<file path="src/rtl/bufor_op.sv">
// bufor_op: elastic output buffer behind the fixed-latency delay line.
// The delay line cannot be stalled, so this block holds its words in a small
// first-word-fall-through FIFO with a valid/ready output. Words that arrive
// while the FIFO is full are dropped, and the sticky overflow flag is set.
// Optional feature: define BUFOR_OP_DROPCNT_EN to add drop_cnt, a 16-bit
// saturating count of dropped words.
module bufor_op #(
   parameter int N     = 2,
   parameter int DEPTH = 4,
   parameter int AW    = 2
) (
   input  logic          clk,
   input  logic          rst_n,
   input  logic [N-1:0]  idata,
   input  logic          ivalid,
   output logic [N-1:0]  odata,
   output logic          ovalid,
   input  logic          oready,
   output logic          full,
   output logic          empty,
   output logic [AW:0]   level,
   output logic          overflow
`ifdef BUFOR_OP_DROPCNT_EN
   ,
   output logic [15:0]   drop_cnt
`endif
);

   localparam logic [AW:0] FULL_LVL = (AW+1)'(DEPTH);

   logic [N-1:0]  mem [DEPTH];
   logic [AW-1:0] wr_ptr;
   logic [AW-1:0] rd_ptr;
   logic          rd;
   logic          wr;
   logic          drop;

   // Saturating increment for the 16-bit drop counter.
   function automatic logic [15:0] sat_inc16(input logic [15:0] v);
      return (v == 16'hFFFF) ? v : v + 16'd1;
   endfunction

   // Flags and handshake decode from registered level only.
   assign empty  = (level == '0);
   assign full   = (level == FULL_LVL);
   assign ovalid = !empty;
   assign odata  = mem[rd_ptr];

   // A full buffer still takes a word when its head leaves in the same cycle.
   assign rd   = ovalid && oready;
   assign wr   = ivalid && (!full || rd);
   assign drop = ivalid && full && !rd;

   // Storage write; the array is not reset, and nothing is stored on a reset edge.
   always_ff @(posedge clk) begin
      if (rst_n && wr) begin
         mem[wr_ptr] <= idata;
      end
   end

   // Pointers, occupancy and sticky overflow.
   always_ff @(posedge clk) begin
      if (!rst_n) begin
         wr_ptr   <= '0;
         rd_ptr   <= '0;
         level    <= '0;
         overflow <= 1'b0;
      end else begin
         if (wr) wr_ptr <= wr_ptr + 1'b1;
         if (rd) rd_ptr <= rd_ptr + 1'b1;
         if (wr && !rd)      level <= level + 1'b1;
         else if (rd && !wr) level <= level - 1'b1;
         if (drop) overflow <= 1'b1;
      end
   end

`ifdef BUFOR_OP_DROPCNT_EN
   // Saturating count of dropped words since reset.
   always_ff @(posedge clk) begin
      if (!rst_n)    drop_cnt <= '0;
      else if (drop) drop_cnt <= sat_inc16(drop_cnt);
   end
`endif

endmodule
</file>
<file path="config.mk">
export PLATFORM = sky130hd
export DESIGN_NAME = bufor_op
export DESIGN_NICKNAME = d
export VERILOG_FILES = /design/src/rtl/bufor_op.sv
export SDC_FILE = /design/constraint.sdc
export NUM_CORES = 1
export LEC_CHECK = 0
export BUFFER_PORTS_ARGS = -buffer_cell sky130_fd_sc_hd__clkbuf_2
export CAP_MARGIN = 20
export CORE_AREA = 10 10 54 64
export DETAILED_ROUTE_END_ITERATION = 10
export DIE_AREA = 0 0 64 74
export PLACE_DENSITY = 0.64
export SETUP_SLACK_MARGIN = 0.2
export SYNTH_ARGS = -nofsm -noshare
export SYNTH_HDL_FRONTEND = slang
export SYNTH_SLANG_ARGS = --single-unit
</file>
<file path="constraint.sdc">
create_clock -name clk -period 3.7 [get_ports clk]
set_input_delay 0.555 -clock clk [delete_from_list [all_inputs] [get_ports clk]]
set_output_delay 0.555 -clock clk [all_outputs]
set_load 0.02 [all_outputs]
</file>
==> qor.yml, run 1 <==
layout:
  syn_to_final_growth_pct: 15.9
  antenna_cells: 0
  drive_above_1_share_pct: 27.8
  final-seq-area_um2: 440
  stdcell_count: 110
  fill_cells: 223
  multi_input_area_um2: 350
  nNetsFinal: 92
yosys:
  synth.avg_cell_area_um2: 13.0
  synth.distinct_cells: 23
  synthesis.instances: 63
  ys_warn_count: 0
  synth-edff-count: 8
  synth_area_um2: 821
  synthFlopType: "dfxtp_1"
  synth_commonest_cells: "dfxtp_1, edfxtp_1, ha_1"
  syn_nets: 75
  ys_ff_latch: 18
  yosysTopAreaCell: "edfxtp_1"
  ys_seq_area_share_pct: 53.7
  yosys-top-cells-area: "edfxtp_1, dfxtp_1, ha_1, mux4_2, mux2i_1"
  synthArstFlopShare_pct: 0
  yosysMostFrequentCell: "dfxtp_1"
  yosysTopAreaCellShare_pct: 29.3
die:
  die-area_um2: 4740
  die_h_um: 74
  start_util_pct: 36.3
  core_um2: 2260
  rows: 19
  pin_count: 15
  die_w_um: 64
critical_path:
  cp-end-kind: "flop"
  startpoint_type: "flop"
  required_ns: 3.91
  path_max_fanout: 8
  crit_type: "reg -> reg"
  worstPathArrival_ns: 2.71
run:
  max-cap-violations: 0
clocking:
  post_cts_resized: 0
  clk_latency_ns: 0.28
  post_cts_buffers: 0
  cts_tree: "done"
  clk_pin_slew_ns: 0.10
  cts_inserted_buffers: 3
  clockRootBuffer: "clkbuf_4"
  h-tree-depth: 1
  cts.sinks: 18
  holdBufCountCts: 0
  clockBufferDepth: 2
timing:
  clock_skew_ns: 0.000715
  fin_crit_sh_pct: 67.5
  max_freq_ghz: 0.401
  rsz0062_at_grt: "false"
  slew_violations: 0
  setup_viol: 0
  layout_min_cycle_time_ns: 2.50
  tightest_slew_ns: 0.513
  fin_tns_setup_ns: 0
  hold_violations: 0
  relSlewSlack_pct: 65.7
routing:
  ant_nets: 0
  drt_iter0_drc: 13
  detail_route.first_pass.iterations: 3
  drc: 0
  drt-total-wl_um: 1280
  wire_per_inst_um: 11.7
  vias_per_cell: 4.55
  vias: 501
min_path:
  min-delay-path-class: "in -> reg"
power_and_ir_drop:
  ir_drop_uv: 428
  power_per_cell_area_nw_per_um2: 712
  p_leak_nw: 0.400
place:
  io_buffers: 14
  post-dp-hpwl_um: 1010
  dp.cells: 106
  gp_congestion: 0.695
grt:
  grt_overflow: 0
  grt_pass1_wl_um: 2250
  grt_antenna_before_repair: 0
  first_global_vias: 515
  grt_use_total_pct: 6.17
  grt_max_degree: 16
status:
  status: "finished, final reports clean"
## metal layers
layer / vias to the layer above / global-route usage (%) / share of wire (%)
li1: 257 / - / -
met1: 233 / 6.34 / 44
met2: 9 / 9.86 / 49
met3: 2 / 2.40 / 4.6
met4: 0 / 5.11 / 2.1
met5: - / 0 / 0
## stage by stage
stage	hold WS, ns	setup slack, ns	instance area, um2	util (%)	power, mW
after global placement	0.483	1.16	915	40.5	0.568
after global routing	0.481	0.968	951	42.1	0.735
after floorplan	0.468	1.51	821	-	0.496
after CTS	0.489	1.23	951	42.1	0.688
final	0.495	1.20	951	42.1	0.677
after detailed placement	0.498	1.15	915	40.5	0.571
## cell usage in the layout, fill, tap and decap left out
cell / synthesis / layout
clkbuf_8: 0 / 1
xor2_1: 1 / 1
mux2i_1: 3 / 3
inv_1: 4 / 4
edfxtp_1: 8 / 8
xnor2_1: 3 / 3
a21oi_1: 1 / 1
nand2_1: 4 / 4
fa_1: 1 / 1
ha_1: 5 / 5
clkbuf_4: 0 / 3
clkbuf_2: 0 / 14
o311ai_1: 1 / 1
mux4_2: 2 / 2
nor4b_2: 1 / 1
and3_1: 4 / 4
o21ai_0: 1 / 1
o31ai_2: 1 / 1
a21boi_0: 1 / 1
nor2b_1: 3 / 3
dfxtp_1: 10 / 10
nor3b_1: 1 / 1
and2_1: 4 / 4
or3_1: 2 / 2
## power breakdown
group | leakage [nW] | internal (mW) | switching (mW)
Clock | 0.0210 | 0.0598 | 0.0564
Sequential | 0.155 | 0.245 | 0.0502
Combinational | 0.224 | 0.123 | 0.143
## layout make-up
type	instances	share of cell area, %
inverter	4	1.58
tap	31	4.08
sequential	18	46.3
clock buffer	4	3.82
timing repair buffer	14	7.37
multi-input combinational	39	36.8
## worst max-delay path: stages (launching register included)
cell      delay, ns
dfxtp_1        0.54
nor4b_2        0.11
nor2b_1        0.43
ha_1           0.29
inv_1          0.06
fa_1           0.37
xor2_1         0.15
or3_1          0.30
a21boi_0       0.16
## worst paths after layout
check	from	endpoint	slack, ns	depth (start not counted)
setup / recovery	level[0]	level[2]	1.20	8
hold / removal	idata[0]	mem[3][0]	0.49	1
setup reg to reg	level[0]	level[2]	1.20	8
hold reg to reg	wr_ptr[0]	wr_ptr[0]	0.51	2
## cells by family after synthesis
| kind of cell | count (synthesis) | synth area share, % |
|---|---|---|
| muxes | 5 | 9.15 |
| DFF | 18 | 53.7 |
| and+or+nand+nor | 19 | 14.5 |
| buffers and inverters | 6 | 3.66 |
| AOI/OAI and AO/OA | 5 | 4.72 |
| adders and majority gates | 6 | 10.1 |
| xor gates and xnor gates | 4 | 4.27 |
Power figures use the tool's default switching activity.
==> inputs of run 2 (changes only) <==
--- a/config.mk
+++ b/config.mk
@@ -5,11 +5,12 @@
 export SDC_FILE = /design/constraint.sdc
 export NUM_CORES = 1
 export LEC_CHECK = 0
+export ABC_AREA = 1
 export BUFFER_PORTS_ARGS = -buffer_cell sky130_fd_sc_hd__clkbuf_2
 export CAP_MARGIN = 20
-export CORE_AREA = 10 10 54 64
+export CORE_AREA = 10 10 55 66
 export DETAILED_ROUTE_END_ITERATION = 10
-export DIE_AREA = 0 0 64 74
+export DIE_AREA = 0 0 65 76
 export PLACE_DENSITY = 0.64
 export SETUP_SLACK_MARGIN = 0.2
 export SYNTH_ARGS = -nofsm -noshare
==> constraint.sdc (replaced) <==
create_clock -name clk -period 2.6 [get_ports clk]
set_input_delay 0.39 -clock clk [delete_from_list [all_inputs] [get_ports clk]]
set_output_delay 0.39 -clock clk [all_outputs]
set_load 0.02 [all_outputs]
==> run 2 against run 1 <==
Net effect: clock skew rose by 0.0021 ns; sequential power grew 34%; combinational power up 49%; synthesized area increased by 6.2%; critical path depth up 5; critical path type unchanged; largest cell class unchanged.
==> qor.yml, run 2 <==
yosys:
  yosys-top-cells-area: "edfxtp_1, dfxtp_1, ha_1, inv_1, nand2_1"  # was edfxtp_1, dfxtp_1, ha_1, mux4_2, mux2i_1
  syn_nets: 109  # was 75
  ys_ff_latch: 18  # unchanged
  synthFlopType: "dfxtp_1"  # unchanged
  synth_area_um2: 872  # was 821 um2
  synth-edff-count: 8  # unchanged
  synth_commonest_cells: "inv_1, nand2_1, nor2_1, dfxtp_1, edfxtp_1"  # was dfxtp_1, edfxtp_1, ha_1
  yosysTopAreaCell: "edfxtp_1"  # unchanged
  synth.avg_cell_area_um2: 8.99  # was 13.0 um2
  synthArstFlopShare_pct: 0  # unchanged
  yosysMostFrequentCell: "inv_1"  # was dfxtp_1
  synthesis.instances: 97  # was 63
  ys_seq_area_share_pct: 50.5  # was 53.7%
  yosysTopAreaCellShare_pct: 27.5  # was 29.3%
  synth.distinct_cells: 21  # was 23
  ys_warn_count: 0  # unchanged
critical_path:
  worstPathArrival_ns: 2.05  # was 2.71 ns
  r2r_slack_ns: 0.75  # was 1.20 ns
  cp-end-kind: "flop"  # unchanged
  critPathTopFamily: "adder cells"  # was simple AND/OR/NAND/NOR gates
  path_max_fanout: 5  # was 8
  required_ns: 2.79  # was 3.91 ns
  critPathBufInv: 3  # was 1
  r2r_end: "level[2]"  # unchanged
  r2r_start: "level[0]"  # unchanged
  reg2reg_depth: 13  # was 8
  critPathMostFrequentCell: "nand2_1"
  crit_type: "reg -> reg"  # unchanged
  critPathSlowestCell: "dfxtp_1"  # unchanged
  worstPathCellList: "nor2_4 > nand3_2 > nand2_1 > inv_2 > ha_1 > inv_2 > fa_1 > inv_1 > nand2_1 > nand3_1 > nand2_1 > nand2_1 > nor2_1"  # was nor4b_2 > nor2b_1 > ha_1 > inv_1 > fa_1 > xor2_1 > or3_1 > a21boi_0
  startpoint_type: "flop"  # unchanged
  max_stage_delay_ns: 0.49  # was 0.54 ns
power_and_ir_drop:
  power_per_cell_area_nw_per_um2: 941  # was 712 nW/um2
  ir_drop_uv: 588  # was 428 uV
  p_leak_nw: 0.453  # was 0.400 nW
  fin_total_pwr_mw: 0.960  # was 0.677 mW
timing:
  clock_skew_ns: 0.00280  # was 0.000715 ns
  fin_crit_sh_pct: 71.3  # was 67.5%
  setup_viol: 0  # unchanged
  tightest_slew_ns: 0.271  # was 0.513 ns
  fin_tns_setup_ns: 0  # unchanged
  slew_violations: 0  # unchanged
  hold_ws_ns: 0.330  # was 0.495 ns
  max_freq_ghz: 0.539  # was 0.401 GHz
  hold_violations: 0  # unchanged
  relSlewSlack_pct: 81.9  # was 65.7%
  layout_min_cycle_time_ns: 1.85  # was 2.50 ns
  rsz0062_at_grt: "false"  # unchanged
min_path:
  hold_depth: 1  # unchanged
  min_from: "idata[0]"  # unchanged
  min-delay-path-class: "in -> reg"  # unchanged
  worst_hold_path.endpoint: "mem[2][0]"  # was mem[3][0]
grt:
  grt_antenna_before_repair: 0  # unchanged
  grt_overflow: 0  # unchanged
  first_global_vias: 655  # was 515
  grt_max_degree: 11  # was 16
  grt_pass1_wl_um: 2520  # was 2250 um
  grt_use_total_pct: 6.23  # was 6.17%
clocking:
  cts_inserted_buffers: 3  # unchanged
  post_cts_resized: 0  # unchanged
  clk_pin_slew_ns: 0.10  # about the same
  h-tree-depth: 1  # unchanged
  clockBufferDepth: 2  # unchanged
  cts.sinks: 18  # unchanged
  cts_tree: "done"  # unchanged
  post_cts_buffers: 0  # unchanged
  holdBufCountCts: 0  # unchanged
  clockRootBuffer: "clkbuf_4"  # unchanged
  clk_latency_ns: 0.29  # was 0.28 ns
routing:
  drc: 0  # unchanged
  ant_nets: 0  # unchanged
  drt-total-wl_um: 1510  # was 1280 um
  detail_route.first_pass.iterations: 4  # was 3
  drt_iter0_drc: 13  # unchanged
  vias: 641  # was 501
  vias_per_cell: 4.33  # was 4.55
  wire_per_inst_um: 10.2  # was 11.7 um
layout:
  stdcell_count: 148  # was 110
  post-route-util_pct: 42.0  # was 42.1%
  syn_to_final_growth_pct: 16.9  # was 15.9%
  drive_above_1_share_pct: 27.8  # about the same
  layout_commonest_cell: "inv_1"  # was clkbuf_2
  layout_common_cells: "inv_1, clkbuf_2, nand2_1"  # was clkbuf_2, dfxtp_1, edfxtp_1
  nNetsFinal: 128  # was 92
  antenna_cells: 0  # unchanged
  fill_cells: 248  # was 223
die:
  start_util_pct: 35.9  # was 36.3%
  die-area_um2: 4940  # was 4740 um2
  die_w_um: 65  # was 64 um
  core_um2: 2430  # was 2260 um2
  rows: 20  # was 19
  pin_count: 15  # unchanged
  die_h_um: 76  # was 74 um
place:
  dp.cells: 144  # was 106
  post-dp-hpwl_um: 1230  # was 1010 um
  io_buffers: 14  # unchanged
  gp_congestion: 0.740  # was 0.695
run:
  max-cap-violations: 0  # unchanged
status:
  status: "finished, final reports clean"  # unchanged
[run 2: how the worst max path moves through the flow]
stage	start	endpoint	slack [ns]	cells past startpoint
2_1_floorplan	level[0]	level[2]	0.76	13
3_3_place_gp	oready	level[2]	0.77	14
3_5_place_dp	oready	level[2]	0.71	14
4_1_cts	level[0]	level[2]	0.72	13
5_1_grt	level[0]	level[2]	0.57	13
6_report	level[0]	level[2]	0.75	13
[run 2: cells by family (layout without fill, tap and decap cells)]
| group | after synthesis | after routing | share of synthesized area (%) |
|---|---|---|---|
| AOI/OAI and AO/OA | 13 | 13 | 7.75 |
| xor gates and xnor gates | 1 | 1 | 1.00 |
| adders and majority gates | 6 | 6 | 9.47 |
| buffers and inverters | 20 | 38 | 8.61 |
| DFF | 18 | 18 | 50.5 |
| and+or+nand+nor | 39 | 39 | 22.7 |
[run 2: layout make-up]
type,instances,area [um2],share of cell area (%)
repair buffers,14,70.1,6.87
well taps,33,41.3,4.05
clock buffers,4,36.3,3.56
flip-flops and latches,18,440,43.2
multi-input cells,59,357,35.0
inverters,20,75.1,7.36
[run 2: through the flow]
stage	setup slack (ns)	area, um2
2_1_floorplan	0.761	872
3_3_place_gp	0.774	983
3_5_place_dp	0.713	983
4_1_cts	0.723	1020
5_1_grt	0.573	1020
6_report	0.746	1020
[run 2: power breakdown]
group / internal [mW] / total [mW] / switching [mW]
combinational: 0.141 / 0.397 / 0.256
clock: 0.0852 / 0.168 / 0.0828
sequential: 0.342 / 0.395 / 0.0527
[run 2: routing by layer]
metal  part of all wire, %  vias up  routed length, um  track usage, %
met5                     0        -                  0               0
li1                      -      346                  -               -
met3                   6.4        2                 96            2.79
met2                    47       14                709            10.5
met1                    45      279                681            6.22
met4                   1.4        0                 21            3.22
==> inputs of run 3 (changes only) <==
--- a/config.mk
+++ b/config.mk
@@ -5,12 +5,12 @@
 export SDC_FILE = /design/constraint.sdc
 export NUM_CORES = 1
 export LEC_CHECK = 0
-export ABC_AREA = 1
+export ABC_AREA = 0
 export BUFFER_PORTS_ARGS = -buffer_cell sky130_fd_sc_hd__clkbuf_2
 export CAP_MARGIN = 20
-export CORE_AREA = 10 10 55 66
+export CORE_AREA = 10 10 54 64
 export DETAILED_ROUTE_END_ITERATION = 10
-export DIE_AREA = 0 0 65 76
+export DIE_AREA = 0 0 64 74
 export PLACE_DENSITY = 0.64
 export SETUP_SLACK_MARGIN = 0.2
 export SYNTH_ARGS = -nofsm -noshare
==> constraint.sdc (replaced) <==
create_clock -name clk -period 1.75 [get_ports clk]
set_input_delay 0.2625 -clock clk [delete_from_list [all_inputs] [get_ports clk]]
set_output_delay 0.2625 -clock clk [all_outputs]
set_load 0.02 [all_outputs]
==> run 3 against run 2 <==
Net effect: first-iteration DRC count is 69% lower; sequential share of layout area is 2.2 points lower; the run now ends with setup timing left; core utilization up 7.2 points; power increased by 83%; cell count fell by 20%; critical path depth shrank 6; largest cell class unchanged; largest power group unchanged.
==> qor.yml, run 3 (same netlist as run 1, synthesis figures left out) <==
routing:
  drt_iter0_drc: 4  # was 13
  vias_per_cell: 4.55  # was 4.33
  wl_met2_um: 761  # was 709 um
  vias: 542  # was 641
  drc: 0  # unchanged
  ant_nets: 0  # unchanged
  top_layer: "met4"  # unchanged
  wire_per_inst_um: 12.6  # was 10.2 um
  wl_met3_um: 42  # was 96 um
  detail_route.first_pass.iterations: 3  # was 4
  wl_met1_um: 647  # was 681 um
  drt-total-wl_um: 1500  # was 1510 um
clocking:
  clockRootBuffer: "clkbuf_4"  # unchanged
  clockBufferDepth: 2  # unchanged
  clk_latency_ns: 0.29  # about the same
  cts_tree: "done"  # unchanged
  cts.sinks: 18  # unchanged
  cts_inserted_buffers: 3  # unchanged
  h-tree-depth: 1  # unchanged
  holdBufCountCts: 0  # unchanged
  clk_pin_slew_ns: 0.10  # about the same
die:
  die-area_um2: 4740  # was 4940 um2
  pin_count: 15  # unchanged
  rows: 19  # was 20
  start_util_pct: 36.3  # was 35.9%
  die_w_um: 64  # was 65 um
  die_h_um: 74  # was 76 um
  core_um2: 2260  # was 2430 um2
critical_path:
  path_max_fanout: 3  # was 5
  startpoint_type: "flop"  # unchanged
  crit_type: "reg -> reg"  # unchanged
  cp-end-kind: "flop"  # unchanged
  worstPathArrival_ns: 2.07  # was 2.05 ns
  critPathSlowestCell: "dfxtp_4"  # was dfxtp_1
  required_ns: 1.98  # was 2.79 ns
  max_stage_delay_ns: 0.38  # was 0.49 ns
  worstPathCellList: "o31ai_4 > ha_4 > inv_2 > fa_2 > xor2_1 > or3_1 > a21boi_1"  # was nor2_4 > nand3_2 > nand2_1 > inv_2 > ha_1 > inv_2 > fa_1 > inv_1 > nand2_1 > nand3_1 > nand2_1 > nand2_1 > nor2_1
timing:
  max_freq_ghz: 0.541  # was 0.539 GHz
  fin_crit_sh_pct: 106  # was 71.3%
  clock_skew_ns: 0.00454  # was 0.00280 ns
  layout_min_cycle_time_ns: 1.85  # about the same
  hold_violations: 0  # unchanged
  rsz0062_at_grt: "true"  # was false
  setup_ws_ns: -0.0983  # was 0.746 ns
  hold_ws_ns: 0.196  # was 0.330 ns
  tightest_slew_ns: 0.285  # was 0.271 ns
  slew_violations: 0  # unchanged
  setup_viol: 1  # was 0
  relSlewSlack_pct: 80.7  # was 81.9%
layout:
  post-route-util_pct: 49.2  # was 42.0%
  antenna_cells: 0  # unchanged
  syn_to_final_growth_pct: 35.4  # was 16.9%
  stdcell_count: 119  # was 148
  nNetsFinal: 101  # was 128
  fill_cells: 194  # was 248
  final_area_um2: 1110  # was 1020 um2
  layout_common_cells: "clkbuf_2, buf_4, edfxtp_1"  # was inv_1, clkbuf_2, nand2_1
  drive_above_1_share_pct: 45.5  # was 27.8%
place:
  gp_congestion: 0.724  # was 0.740
  dpl_cell_area_um2: 1020  # was 983 um2
  io_buffers: 14  # unchanged
  post-dp-hpwl_um: 1190  # was 1230 um
  dp.cells: 114  # was 144
power_and_ir_drop:
  power_per_cell_area_nw_per_um2: 1580  # was 941 nW/um2
  p_leak_nw: 0.467  # was 0.453 nW
  comb_power_share_pct: 49.6  # was 41.3%
  p_clk_share_pct: 14.5  # was 17.5%
  internal-power_mw: 1.15  # was 0.568 mW
  ir_drop_uv: 805  # was 588 uV
  p_switching_mw: 0.609  # was 0.391 mW
  fin_total_pwr_mw: 1.76  # was 0.960 mW
  swShare_pct: 34.7  # was 40.8%
  power_frac_seq_pct: 35.9  # was 41.2%
grt:
  grt_overflow: 0  # unchanged
  grt_pass1_wl_um: 2480  # was 2520 um
  grt_antenna_before_repair: 0  # unchanged
  grt_max_degree: 16  # was 11
  first_global_vias: 567  # was 655
  grt_use_total_pct: 6.94  # was 6.23%
min_path:
  min-delay-path-class: "in -> reg"  # unchanged
run:
  max-cap-violations: 0  # unchanged
status:
  violations: "setup timing"
  status: "finished with violations"  # was finished, final reports clean
## run 3: changes by cell type in the layout (fill, tap and decap cells not counted), sizes merged, moves of 5 or more
cell,before,now
buf,0,12
a21oi,6,1
nand2,15,4
nor2,16,0
nand3,6,0
inv,20,4
## run 3: worst paths after layout
| kind | startpoint | end | slack, ns | cells after the start |
|---|---|---|---|---|
| setup reg to reg | level[1] | level[2] | -0.1 | 7 |
| hold / removal | idata[0] | mem[3][0] | 0.20 | 1 |
| hold reg to reg | wr_ptr[0] | wr_ptr[0] | 0.50 | 2 |
| setup / recovery | level[1] | level[2] | -0.1 | 7 |
## run 3: power groups by stage
stage	Sequential, mW	Clock, mW	Combinational [mW]
2_1_floorplan	0.696	0	0.436
3_5_place_dp	0.638	0	0.765
6_report	0.631	0.254	0.873
5_1_grt	0.646	0.281	0.948
3_3_place_gp	0.635	0	0.751
4_1_cts	0.630	0.263	0.870
## run 3: cell type report
cell class | instances | area, um2 | area share (%)
Timing Repair Buffer | 23 | 175 | 15.8
Sequential cell | 18 | 455 | 41.0
Inverter | 4 | 15.0 | 1.35
Tap cell | 31 | 38.8 | 3.49
Multi-Input combinational cell | 39 | 390 | 35.1
Clock buffer | 4 | 36.3 | 3.27
## run 3: per-stage QoR
stage / worst slack [ns] / TNS [ns]
4_1_cts: -0.106 / -0.106
3_3_place_gp: -0.0730 / -0.0730
2_1_floorplan: -0.121 / -0.121
5_1_grt: -0.160 / -0.184
3_5_place_dp: -0.135 / -0.142
6_report: -0.0983 / -0.0983
## run 3: worst max-delay path: cells and delay by family (launching register included)
| family | cells | cell delay [ns] |
|---|---|---|
| adder cells (fa/ha/maj) | 2 | 0.50 |
| XOR/XNOR | 1 | 0.15 |
| AO/OA/AOI/OAI | 2 | 0.41 |
| AND/OR/NAND/NOR | 1 | 0.30 |
| flip-flops | 1 | 0.38 |
| buffers and inverters | 1 | 0.04 |
## run 3: routing by layer
metal / GRT usage, % / vias to the layer above
met5: 0 / -
met4: 6.57 / 0
met3: 1.65 / 4
met2: 11.4 / 11
met1: 7.22 / 255
li1: - / 272
## run 3: repair_timing
item | 4_1_cts | 5_1_grt
pin swaps | 4 | 1
setup endpoints to repair | 6 | 7
endpoints found under the hold margin | 0 | 0
setup buffers | 1 | 0
resized for setup | 10 | 5
